**src/rtl/alu_pkg.sv**
```systemverilog
// rtl/alu_pkg.sv - op-class enum, opcode constants and class decode for the ALU result selector
// Contents: op_class_t, OP_* opcode constants, decode_class(op) -> op_class_t
package alu_pkg;

   typedef enum logic [1:0] {
      CLS_SHIFT = 2'd0,
      CLS_ADD   = 2'd1,
      CLS_LOGIC = 2'd2,
      CLS_CMP   = 2'd3
   } op_class_t;

   localparam logic [3:0] OP_SLL  = 4'b0000;
   localparam logic [3:0] OP_SRL  = 4'b0001;
   localparam logic [3:0] OP_ADD  = 4'b0010;
   localparam logic [3:0] OP_SUB  = 4'b0011;
   localparam logic [3:0] OP_SRA  = 4'b0100;
   localparam logic [3:0] OP_ROL  = 4'b0101;
   localparam logic [3:0] OP_ADC  = 4'b0110;
   localparam logic [3:0] OP_SBB  = 4'b0111;
   localparam logic [3:0] OP_AND  = 4'b1000;
   localparam logic [3:0] OP_SLT  = 4'b1001;
   localparam logic [3:0] OP_OR   = 4'b1010;
   localparam logic [3:0] OP_SLTU = 4'b1011;
   localparam logic [3:0] OP_XOR  = 4'b1100;
   localparam logic [3:0] OP_EQ   = 4'b1101;
   localparam logic [3:0] OP_NOR  = 4'b1110;
   localparam logic [3:0] OP_NE   = 4'b1111;

   // op[3] splits arithmetic/shift from logical/compare; op[1] or op[0] picks within each half.
   function automatic op_class_t decode_class(input logic [3:0] op);
      if (!op[3])
         return op[1] ? CLS_ADD : CLS_SHIFT;
      else
         return op[0] ? CLS_CMP : CLS_LOGIC;
   endfunction

endpackage

```
**src/rtl/alu_result_sel_if.sv**
```systemverilog
// rtl/alu_result_sel_if.sv - upstream result set and downstream buffered result of the ALU selector
// Input side:  in_valid/in_ready, op, shifter, adder, logical, comparator, cin
// Output side: out_valid/out_ready, outp, cout, zero, neg
// slave = selector view, master = pipeline (driver) view
interface alu_result_sel_if #(
   parameter int WIDTH = 4
);
   logic             in_valid;
   logic             in_ready;
   logic [3:0]       op;
   logic [WIDTH-1:0] shifter;
   logic [WIDTH-1:0] adder;
   logic [WIDTH-1:0] logical;
   logic [WIDTH-1:0] comparator;
   logic             cin;
   logic             out_valid;
   logic             out_ready;
   logic [WIDTH-1:0] outp;
   logic             cout;
   logic             zero;
   logic             neg;

   modport slave (
      input  in_valid, op, shifter, adder, logical, comparator, cin, out_ready,
      output in_ready, out_valid, outp, cout, zero, neg
   );

   modport master (
      output in_valid, op, shifter, adder, logical, comparator, cin, out_ready,
      input  in_ready, out_valid, outp, cout, zero, neg
   );
endinterface

```
**src/rtl/alu_skid_fifo.sv**
```systemverilog
// rtl/alu_skid_fifo.sv - 2-entry valid/ready FIFO holding packed result entries
// Ports: clk, rst_n (sync, active-low), in_valid/in_ready/in_data, out_valid/out_ready/out_data
module alu_skid_fifo #(
   parameter int DW = 7
) (
   input  logic          clk,
   input  logic          rst_n,
   input  logic          in_valid,
   output logic          in_ready,
   input  logic [DW-1:0] in_data,
   output logic          out_valid,
   input  logic          out_ready,
   output logic [DW-1:0] out_data
);

   logic [DW-1:0] mem [2];
   logic          wr_ptr;
   logic          rd_ptr;
   logic [1:0]    count;
   logic          push;
   logic          pop;

   // in_ready looks only at the registered count, never at out_ready.
   assign in_ready  = (count != 2'd2) && rst_n;
   assign out_valid = (count != 2'd0);
   assign out_data  = mem[rd_ptr];
   assign push      = in_valid && in_ready;
   assign pop       = out_valid && out_ready;

   always_ff @(posedge clk) begin
      if (!rst_n) begin
         mem[0] <= '0;
         mem[1] <= '0;
         wr_ptr <= 1'b0;
         rd_ptr <= 1'b0;
         count  <= 2'd0;
      end else begin
         if (push) begin
            mem[wr_ptr] <= in_data;
            wr_ptr      <= ~wr_ptr;
         end
         if (pop)
            rd_ptr <= ~rd_ptr;
         case ({push, pop})
            2'b10:   count <= count + 2'd1;
            2'b01:   count <= count - 2'd1;
            default: count <= count;
         endcase
      end
   end

endmodule

```
**src/rtl/alu_result_sel.sv**
```systemverilog
// rtl/alu_result_sel.sv - registered ALU result selector with flags, 2-entry output buffer, sticky carry and error count
// Ports: clk, rst_n (sync, active-low), bus (alu_result_sel_if.slave),
//        sticky_clr in, sticky_cout out, err_cnt out [ERRW]
module alu_result_sel
   import alu_pkg::*;
#(
   parameter int         WIDTH    = 4,
   parameter logic [3:0] CLASS_EN = 4'b1111,
   parameter int         ERRW     = 8
) (
   input  logic            clk,
   input  logic            rst_n,
   alu_result_sel_if.slave bus,
   input  logic            sticky_clr,
   output logic            sticky_cout,
   output logic [ERRW-1:0] err_cnt
);

   localparam int EW = WIDTH + 3;

   op_class_t        cls;
   logic             cls_en;
   logic [WIDTH-1:0] res;
   logic             res_c;
   logic [EW-1:0]    in_entry;
   logic [EW-1:0]    head;
   logic             in_ready;
   logic             out_valid;
   logic             accept;
   logic             xfer;

   always_comb begin
      cls    = decode_class(bus.op);
      cls_en = CLASS_EN[cls];
      res    = '0;
      res_c  = 1'b0;
      // A disabled class still produces an entry, forced to zero with no carry.
      if (cls_en) begin
         case (cls)
            CLS_SHIFT: begin res = bus.shifter;    res_c = bus.cin;  end
            CLS_ADD:   begin res = bus.adder;      res_c = bus.cin;  end
            CLS_LOGIC: begin res = bus.logical;    res_c = 1'b0;     end
            CLS_CMP:   begin res = bus.comparator; res_c = bus.cin;  end
            default:   begin res = '0;             res_c = 1'b0;     end
         endcase
      end
   end

   // Entry layout: {cout, zero, neg, result}; flags travel with the data.
   assign in_entry = {res_c, (res == '0), res[WIDTH-1], res};

   alu_skid_fifo #(
      .DW (EW)
   ) u_fifo (
      .clk       (clk),
      .rst_n     (rst_n),
      .in_valid  (bus.in_valid),
      .in_ready  (in_ready),
      .in_data   (in_entry),
      .out_valid (out_valid),
      .out_ready (bus.out_ready),
      .out_data  (head)
   );

   assign bus.in_ready  = in_ready;
   assign bus.out_valid = out_valid;
   assign bus.outp      = head[WIDTH-1:0];
   assign bus.neg       = head[WIDTH];
   assign bus.zero      = head[WIDTH+1];
   assign bus.cout      = head[WIDTH+2];

   assign accept = bus.in_valid && in_ready;
   assign xfer   = out_valid && bus.out_ready;

   always_ff @(posedge clk) begin
      if (!rst_n) begin
         sticky_cout <= 1'b0;
         err_cnt     <= '0;
      end else begin
         // Set has priority over a simultaneous clear.
         if (xfer && head[WIDTH+2])
            sticky_cout <= 1'b1;
         else if (sticky_clr)
            sticky_cout <= 1'b0;
         if (accept && !cls_en && (err_cnt != {ERRW{1'b1}}))
            err_cnt <= err_cnt + 1'b1;
      end
   end

endmodule
```
**src/flat_wrapper.sv**
```systemverilog
// flat-port wrapper written by rule: the top's interface ports become plain ports
module alu_result_sel_flat import alu_pkg::*;
#(
   parameter int         WIDTH    = 4,
   parameter logic [3:0] CLASS_EN = 4'b1111,
   parameter int         ERRW     = 8
)
  (clk, rst_n, sticky_clr, sticky_cout, err_cnt, bus_in_valid, bus_op, bus_shifter, bus_adder, bus_logical, bus_comparator, bus_cin, bus_out_ready, bus_in_ready, bus_out_valid, bus_outp, bus_cout, bus_zero, bus_neg);
  alu_result_sel_if #(.WIDTH(WIDTH)) bus_i ();
  input  logic clk;
  input  logic rst_n;
  input  logic sticky_clr;
  output logic sticky_cout;
  output logic [ERRW-1:0] err_cnt;
  input wire logic [$bits(bus_i.in_valid)-1:0] bus_in_valid;
  input wire logic [$bits(bus_i.op)-1:0] bus_op;
  input wire logic [$bits(bus_i.shifter)-1:0] bus_shifter;
  input wire logic [$bits(bus_i.adder)-1:0] bus_adder;
  input wire logic [$bits(bus_i.logical)-1:0] bus_logical;
  input wire logic [$bits(bus_i.comparator)-1:0] bus_comparator;
  input wire logic [$bits(bus_i.cin)-1:0] bus_cin;
  input wire logic [$bits(bus_i.out_ready)-1:0] bus_out_ready;
  output wire logic [$bits(bus_i.in_ready)-1:0] bus_in_ready;
  output wire logic [$bits(bus_i.out_valid)-1:0] bus_out_valid;
  output wire logic [$bits(bus_i.outp)-1:0] bus_outp;
  output wire logic [$bits(bus_i.cout)-1:0] bus_cout;
  output wire logic [$bits(bus_i.zero)-1:0] bus_zero;
  output wire logic [$bits(bus_i.neg)-1:0] bus_neg;
  assign bus_i.in_valid = bus_in_valid;
  assign bus_i.op = bus_op;
  assign bus_i.shifter = bus_shifter;
  assign bus_i.adder = bus_adder;
  assign bus_i.logical = bus_logical;
  assign bus_i.comparator = bus_comparator;
  assign bus_i.cin = bus_cin;
  assign bus_i.out_ready = bus_out_ready;
  assign bus_in_ready = bus_i.in_ready;
  assign bus_out_valid = bus_i.out_valid;
  assign bus_outp = bus_i.outp;
  assign bus_cout = bus_i.cout;
  assign bus_zero = bus_i.zero;
  assign bus_neg = bus_i.neg;
  alu_result_sel #(.WIDTH(WIDTH), .CLASS_EN(CLASS_EN), .ERRW(ERRW)) u_core (.clk(clk), .rst_n(rst_n), .bus(bus_i), .sticky_clr(sticky_clr), .sticky_cout(sticky_cout), .err_cnt(err_cnt));
endmodule
```
**config.mk**
```make
export PLATFORM = sky130hd
export DESIGN_NAME = alu_result_sel_flat
export DESIGN_NICKNAME = d
export VERILOG_FILES = /design/src/rtl/alu_pkg.sv /design/src/rtl/alu_result_sel_if.sv /design/src/rtl/alu_skid_fifo.sv /design/src/rtl/alu_result_sel.sv /design/src/flat_wrapper.sv
export SDC_FILE = /design/constraint.sdc
export NUM_CORES = 1
export LEC_CHECK = 0
export CAP_MARGIN = 10
export CORE_UTILIZATION = 46
export CTS_BUF_LIST = sky130_fd_sc_hd__clkbuf_4 sky130_fd_sc_hd__clkbuf_8
export DETAILED_ROUTE_END_ITERATION = 6
export PLACE_DENSITY = 0.95
export RECOVER_POWER = 100
export SLEW_MARGIN = 0
export SYNTH_ARGS = -nofsm -noshare
export SYNTH_HDL_FRONTEND = slang
export SYNTH_SLANG_ARGS = --single-unit
export TNS_END_PERCENT = 5
```
**constraint.sdc**
```tcl
create_clock -name clk -period 3.8 [get_ports clk]
set_input_delay 0.57 -clock clk [delete_from_list [all_inputs] [get_ports clk]]
set_output_delay 0.57 -clock clk [all_outputs]
set_load 0.01 [all_outputs]
```
==> metrics.md, run 1 <==
| Metric | Value |
|---|---|
| Clock Pin Slew Worst Setup and Hold Paths | about 90 ps |
| Largest family of logic cells by synthesized area | multiplexers |
| Max Cap Viol | 0 |
| Antenna-violating nets left | 0 |
| Cells after Synth | 91 |
| DP HPWL | 1.59 mm |
| Total routed wirelength | 2.03 mm |
| Critical path fanouts, max | 10 |
| Pwr/cell area | 442 nW/µm² |
| DRC viols | 0 |
| Worst IR Drop VDD | 0.000356 V |
| Synth top area cells | edfxtp_1 (37%), dfxtp_1 (12%), mux2_2 (11%) |
| First-pass GRT wire length | 3.44 mm |
| CTS tree | done |
| Share of layout cells above drive strength 1 | 0.107 |
| Post-synth EDFFs | 12 |
| # IOs | 44 |
| Met1 Usage GRT | 0.202 |
| CP max stage delay | approximately 710 ps |
| Slew Limit Fails | 0 |
| WL/cell | around 14 µm |
| Worst path most repeated cell | dlygate4sd3_1 |
| R2r startpoint | u_core.u_fifo.count[0]$_SDFFE_PN0P_ |
| DR iter-0 viols | 21 |
| Area share of the largest cell type after synthesis | 0.365 |
| CP endpoint kind | output port |
| Final Core Density | 0.667 |
| Cell accounting for the most synthesized area | edfxtp_1 |
| Fraction of registers with async set/reset | 0 |
| Final Hold Vio Count | 0 |
| Seq cells post-synth | 18 |
| Worst hold path class | register to register |
| Synth Area in Compound Gates | 0.0532 |
| Grt ovf | 0 |
| Post-CTS resize count | 0 |
| M2 GR Usage | 0.378 |
| Crit path cell chain | dlygate4sd3_1, o21a_1, dlygate4sd3_1 |
| Synthesized area | slightly below 1000 µm² |
| Die width | 48.3 µm |
| Buffers on Ports | 34 |
| Mean area per synthesized cell | 10.8 µm² |
| Core area | 1980 µm² |
| Worst Skew | 3.96 ps |
| H-tree levels | 1 |
| Ys Warns | 0 |
| Xor/xnor share of the synthesized area | 0.0266 |
| All-Layer GR Usage | 0.198 |
| Tmin final | 2640 ps |
| Met3 usage | 0.0283 |
| Gpl congestion | 0.771 |
| Clock sink count | 18 |
| Worst R2R Setup Slack | 2080 ps |
| Adder-cell area share of the yosys netlist | 0.0127 |
| Mux cell area share after synthesis | 0.195 |
| Area growth, synth to finish | 33.8% |
| Setup_tns | 0 ps |
| Rows | 16 |
| Sequential area share after synthesis | 0.487 |
| FF-to-FF End | u_core.u_fifo.count[1]$_SDFFE_PN0P_ |
| Hold depth | 2 |
| # hold bufs at CTS | 0 |
| CP top delay family | buffers and inverters |
| Yosys cell types | 26 |
| Final setup fails | 0 |
| Gr busiest metal | met2 |
| # diodes | 0 |
| Critical Path RT | 3230 ps |
| Pleak | 0.534 nW |
| Starting Density | 0.498 |
| Worst skew pair latency | 290 ps |
| Number of global-route vias before repair | a little under 800 |
| CP bufs+invs | 2 |
| Status | finished, final reports clean |
| Simple-Gate Fraction of Synth Area | 0.117 |
| Critical path class | input pin to output port |
| Hold EP | u_core.sticky_cout$_SDFFE_PN0P_ |
| Top FF cell, synth | edfxtp_1 |
| First-pass iteration count of the detailed router | 4 |
| Hold Path Origin | u_core.sticky_cout$_SDFFE_PN0P_ |
| DR vias/cell | 5.01 |
| Initial antenna violation count | 0 |
| Total Nets Final | 150 |
| CP max stage cell | dlygate4sd3_1 |
| CP Launch Type | input pin |
| Via count | 746 |
| Max frequency | roughly 0.38 GHz |
| Worst Path Arrival | 2070 ps |
| Die area | 2340 µm² |
| Setup bufs post-CTS | 0 |
| Die height | 48.3 µm |
| CTS buffer count | 3 |
| Unrepaired setup endpoints after global routing | false |
| Worst r2r path cells | 5 |
| Fin crit share | 0.696 |
| Root Driver | clkbuf_4 |
| Clock Tree Buf Depth | 2 |
| Largest net degree at the start of global routing | 11 |
==> report_power, final <==
part | switching [mW] | internal (mW) | total [mW]
Sequential | 0.0272 | 0.241 | 0.269
Combinational | 0.0913 | 0.129 | 0.220
Clock | 0.0565 | 0.0382 | 0.0947
==> worst reg2reg max path, stage by stage, from the launching register on <==
cell,delay (ps)
dfxtp_1,370
o21ai_0,280
inv_1,110
ha_1,340
or3_1,350
a21boi_0,190
==> stage by stage <==
stage / worst slack (ps) / total power [mW] / instances / hold slack, ps / cell area, µm²
floorplan: 2120 / 0.415 / 98 / 444 / 1010
global placement: 1320 / 0.497 / 145 / 459 / 1290
detailed placement: 1310 / 0.507 / 145 / 475 / 1290
CTS: 1290 / 0.604 / 149 / 488 / 1320
global route: 1080 / 0.620 / 149 / 519 / 1320
finish: 1160 / 0.584 / 149 / 478 / 1320
==> cell usage after synthesis (all sizes together), types with 2 or more instances <==
cell type	instances
or2	2
mux2	10
dfxtp	6
mux2i	8
xnor2	3
a21boi	3
edfxtp	12
nor2	12
o21ai	3
inv	3
nand2	4
buf	13
and2	3
==> cell families after synthesis <==
kind of cell    Yosys count
buf+inv                  17
other cells               1
compound gates            8
fa+ha+maj                 1
xor+xnor                  3
flops                    18
simple gates             25
mux                      18
==> layout make-up <==
type	instances	area [µm²]
Clock buffer	3	22.5
Clock inverter	1	3.75
Fill cell	150	661
Inverter	3	11.3
Multi-Input combinational cell	63	429
Sequential cell	18	480
Tap cell	27	33.8
Timing Repair Buffer	34	340
==> state kept, by name, indices dropped and copies added, names as in the netlist, named ones only <==
name,count
u_core.u_fifo.mem,12
u_core.u_fifo.count,2
u_core.sticky_cout,1
u_core.u_fifo.rd_ptr,1
u_core.u_fifo.wr_ptr,1
==> cells in the final DEF, fill, tap and decap left out, types with 4 or more instances in the layout <==
master	Yosys	layout
clkdlybuf4s50_1	0	23
conb_1	1	8
dfxtp_1	6	6
dlygate4sd3_1	0	11
edfxtp_1	12	12
mux2_2	10	9
mux2i_1	8	8
nand2_1	4	4
nor2_1	12	12
==> per-layer routing <==
layer / vias to the layer above / share of wire
met5: - / 0
met4: 0 / 0.036
met3: 9 / 0.026
met2: 24 / 0.54
met1: 357 / 0.40
li1: 356 / -
==> worst max-delay path by stage <==
stage | from | endpoint | slack [ps] | depth (start not counted)
final | rst_n | bus_in_ready | 1160 | 3
after global routing | rst_n | bus_in_ready | 1080 | 3
after detailed placement | rst_n | bus_in_ready | 1310 | 3
after CTS | rst_n | bus_in_ready | 1290 | 3
after floorplan | rst_n | u_core.u_fifo.count[1]$_SDFFE_PN0P_ | 2120 | 5
after global placement | rst_n | bus_in_ready | 1320 | 3
No activity file was read; power rests on OpenSTA's default activity.
==> run 2: changes to the inputs <==
- CORE_UTILIZATION: 46 -> 43
- PLACE_DENSITY: 0.95 -> 0.91
- clock period: 3.8 -> 2.72 ns (I/O delays scaled with it)
==> run 2 against run 1 <==
Clock power grew 40%. Worst hold slack gained 14 ps. Sequential share of layout area is the same. First-iteration DRC count shrank 57%. Utilization shrank 2.6 points. Clock skew shrank 3.0 ps. Total power grew 40%. Non-clock buffer count is the same. Via count shrank 3.4%. Design area is the same. Critical path depth is the same. Critical path type unchanged. Critical endpoint unchanged.
==> metrics.md, run 2 (same netlist as run 1, synthesis figures left out) <==
| Metric | Value |
|---|---|
| H-tree levels | 1 (unchanged) |
| # diodes | 0 (unchanged) |
| All-Layer GR Usage | 0.163 (-0.0348) |
| Core area | 2060 µm² (+4.0%) |
| First-pass GRT wire length | 3.05 mm (-11%) |
| Clock Tree Buf Depth | 2 (unchanged) |
| Pleak | 0.536 nW (+0.40%) |
| Status | finished, final reports clean |
| Gpl congestion | 0.761 (-1.4%) |
| Hold EP | u_core.u_fifo.wr_ptr$_SDFFE_PN0P_ |
| Buffers on Ports | 34 (unchanged) |
| Hold Path Origin | u_core.u_fifo.wr_ptr$_SDFFE_PN0P_ |
| Tmin final | between 2000 and 2500 ps |
| Worst R2R Setup Slack | 930 ps (-1150 ps) |
| Worst Path Arrival | 1920 ps (-150 ps) |
| Most frequent cells in the layout | clkdlybuf4s50_1 (23), nor2_1 (12), edfxtp_1 (12) |
| Number of global-route vias before repair | 701 (-9.2%) |
| Pwr/cell area | 619 nW/µm² (+40%) |
| Antenna-violating nets left | 0 (unchanged) |
| Setup_tns | 0 ps (unchanged) |
| DRC viols | 0 (unchanged) |
| Share of layout cells above drive strength 1 | 0.107 (unchanged) |
| # hold bufs at CTS | 0 (unchanged) |
| CTS buffer count | 3 (unchanged) |
| Pre-CTS WS | 528 ps (-784 ps) |
| CP Launch Type | input pin |
| Unrepaired setup endpoints after global routing | false |
| Hold depth | 2 (unchanged) |
| Via count | 721 (-3.4%) |
| Final instance area | 1320 µm² (unchanged) |
| Critical path fanouts, max | 10 (unchanged) |
| Fin crit share | 0.856 |
| Final WS setup | 392 ps (-765 ps) |
| # placed instances | 145 (unchanged) |
| Final Core Density | 0.641 (-0.0259) |
| First-pass iteration count of the detailed router | 4 (unchanged) |
| Max frequency | 0.430 GHz |
| Initial antenna violation count | 0 (unchanged) |
| Grt ovf | 0 (unchanged) |
| DR iter-0 viols | 9 (-57%) |
| DR vias/cell | 4.84 (-3.4%) |
| Setup bufs post-CTS | 0 (unchanged) |
| Fillers | 156 (+4.0%) |
| Post-CTS resize count | 0 (unchanged) |
| Overall Power | 817 µW (+40%) |
| Die width | 49.9 µm (+3.3%) |
| Final setup fails | 0 (unchanged) |
| Met3 usage | 0.0370 (+0.00874) |
| Non-filler cells, final | 149 (unchanged) |
| Area growth, synth to finish | 33.8% (unchanged) |
| Top reg by flops | u_core.u_fifo.mem |
| Total routed wirelength | 1.94 mm (-4.5%) |
| M2 GR Usage | 0.304 (-0.0739) |
| DP Area | 1290 µm² (unchanged) |
| Die height | 49.9 µm (+3.3%) |
| Total Nets Final | 150 (unchanged) |
| Gr busiest metal | met2 |
| FF-to-FF End | u_core.u_fifo.mem[0][0]$_SDFFCE_PN0P_ |
| R2r startpoint | u_core.u_fifo.count[1]$_SDFFE_PN0P_ |
| Max Cap Viol | 0 (unchanged) |
| Biggest regs | u_core.u_fifo.mem x12, u_core.u_fifo.count x2 |
| Reg area | 480 µm² (unchanged) |
| Worst IR Drop VDD | 0.000451 V (+27%) |
| CP endpoint kind | output port |
| Root Driver | clkbuf_4 |
| Rows | 16 (unchanged) |
| CTS tree | done |
| Number of flip-flops in the largest register | 12 (unchanged) |
| Worst hold path class | register to register |
| Worst Skew | 0.983 ps (-2.98 ps) |
| Worst r2r path cells | 4 (-1) |
| Critical path class | input pin to output port |
| Fin Hold WS | 493 ps (+14.2 ps) |
| Die area | 2490 µm² (+6.7%) |
| WL/cell | 13.0 µm (-4.5%) |
| Final Hold Vio Count | 0 (unchanged) |
| Clock sink count | 18 (unchanged) |
| # IOs | 44 (unchanged) |
| Met1 Usage GRT | 0.170 (-0.0320) |
| Starting Density | 0.479 (-0.0193) |
| Multi-input logic area | 429 µm² (unchanged) |
| DP HPWL | 1.49 mm (-6.3%) |
| Slew Limit Fails | 0 (unchanged) |
| Most common cell after layout, fill and taps aside | clkdlybuf4s50_1 |
| Clock Pin Slew Worst Setup and Hold Paths | 100 ps (about the same) |
| Worst skew pair latency | 290 ps (about the same) |
| Critical Path RT | 2310 ps (-920 ps) |
| Largest net degree at the start of global routing | 11 (unchanged) |
[run 2: cell types whose count changed in the layout (fill, tap and decap cells not counted)]
cell    change
and2_0      -1
and2_1      +1
[run 2: how the worst max path moves through the flow]
stage                                             to  cells past startpoint  slack (ps)  startpoint
2_1_floorplan    u_core.u_fifo.count[1]$_SDFFE_PN0P_                      5        1200       rst_n
3_3_place_gp                            bus_in_ready                      3         550       rst_n
3_5_place_dp   u_core.u_fifo.mem[0][3]$_SDFFCE_PN0P_                      4         530       rst_n
4_1_cts                                 bus_in_ready                      3         540       rst_n
5_1_grt                                 bus_in_ready                      3         320       rst_n
6_report                                bus_in_ready                      3         390       rst_n
[run 2: power by group]
group / switching (mW) / internal, mW
clock network: 0.0800 / 0.0533
logic: 0.127 / 0.180
registers: 0.0406 / 0.337
[run 2: cell type report]
class | count | share of cell area
tap | 27 | 0.0256
inverter | 3 | 0.00852
sequential | 18 | 0.364
timing repair buffer | 34 | 0.258
multi-input combinational | 63 | 0.325
clock inverter | 1 | 0.00284
clock buffer | 3 | 0.0170
[run 2: metal layers]
metal  part of all wire  vias to the layer above
li1                   -                      359
met1               0.40                      334
met2               0.55                       24
met3              0.032                        4
met4              0.015                        0
met5                  0                        -
[run 2: worst max-delay path, stage by stage]
cell           delay (ps)
dlygate4sd3_1         710
o21a_1                190
dlygate4sd3_1         610
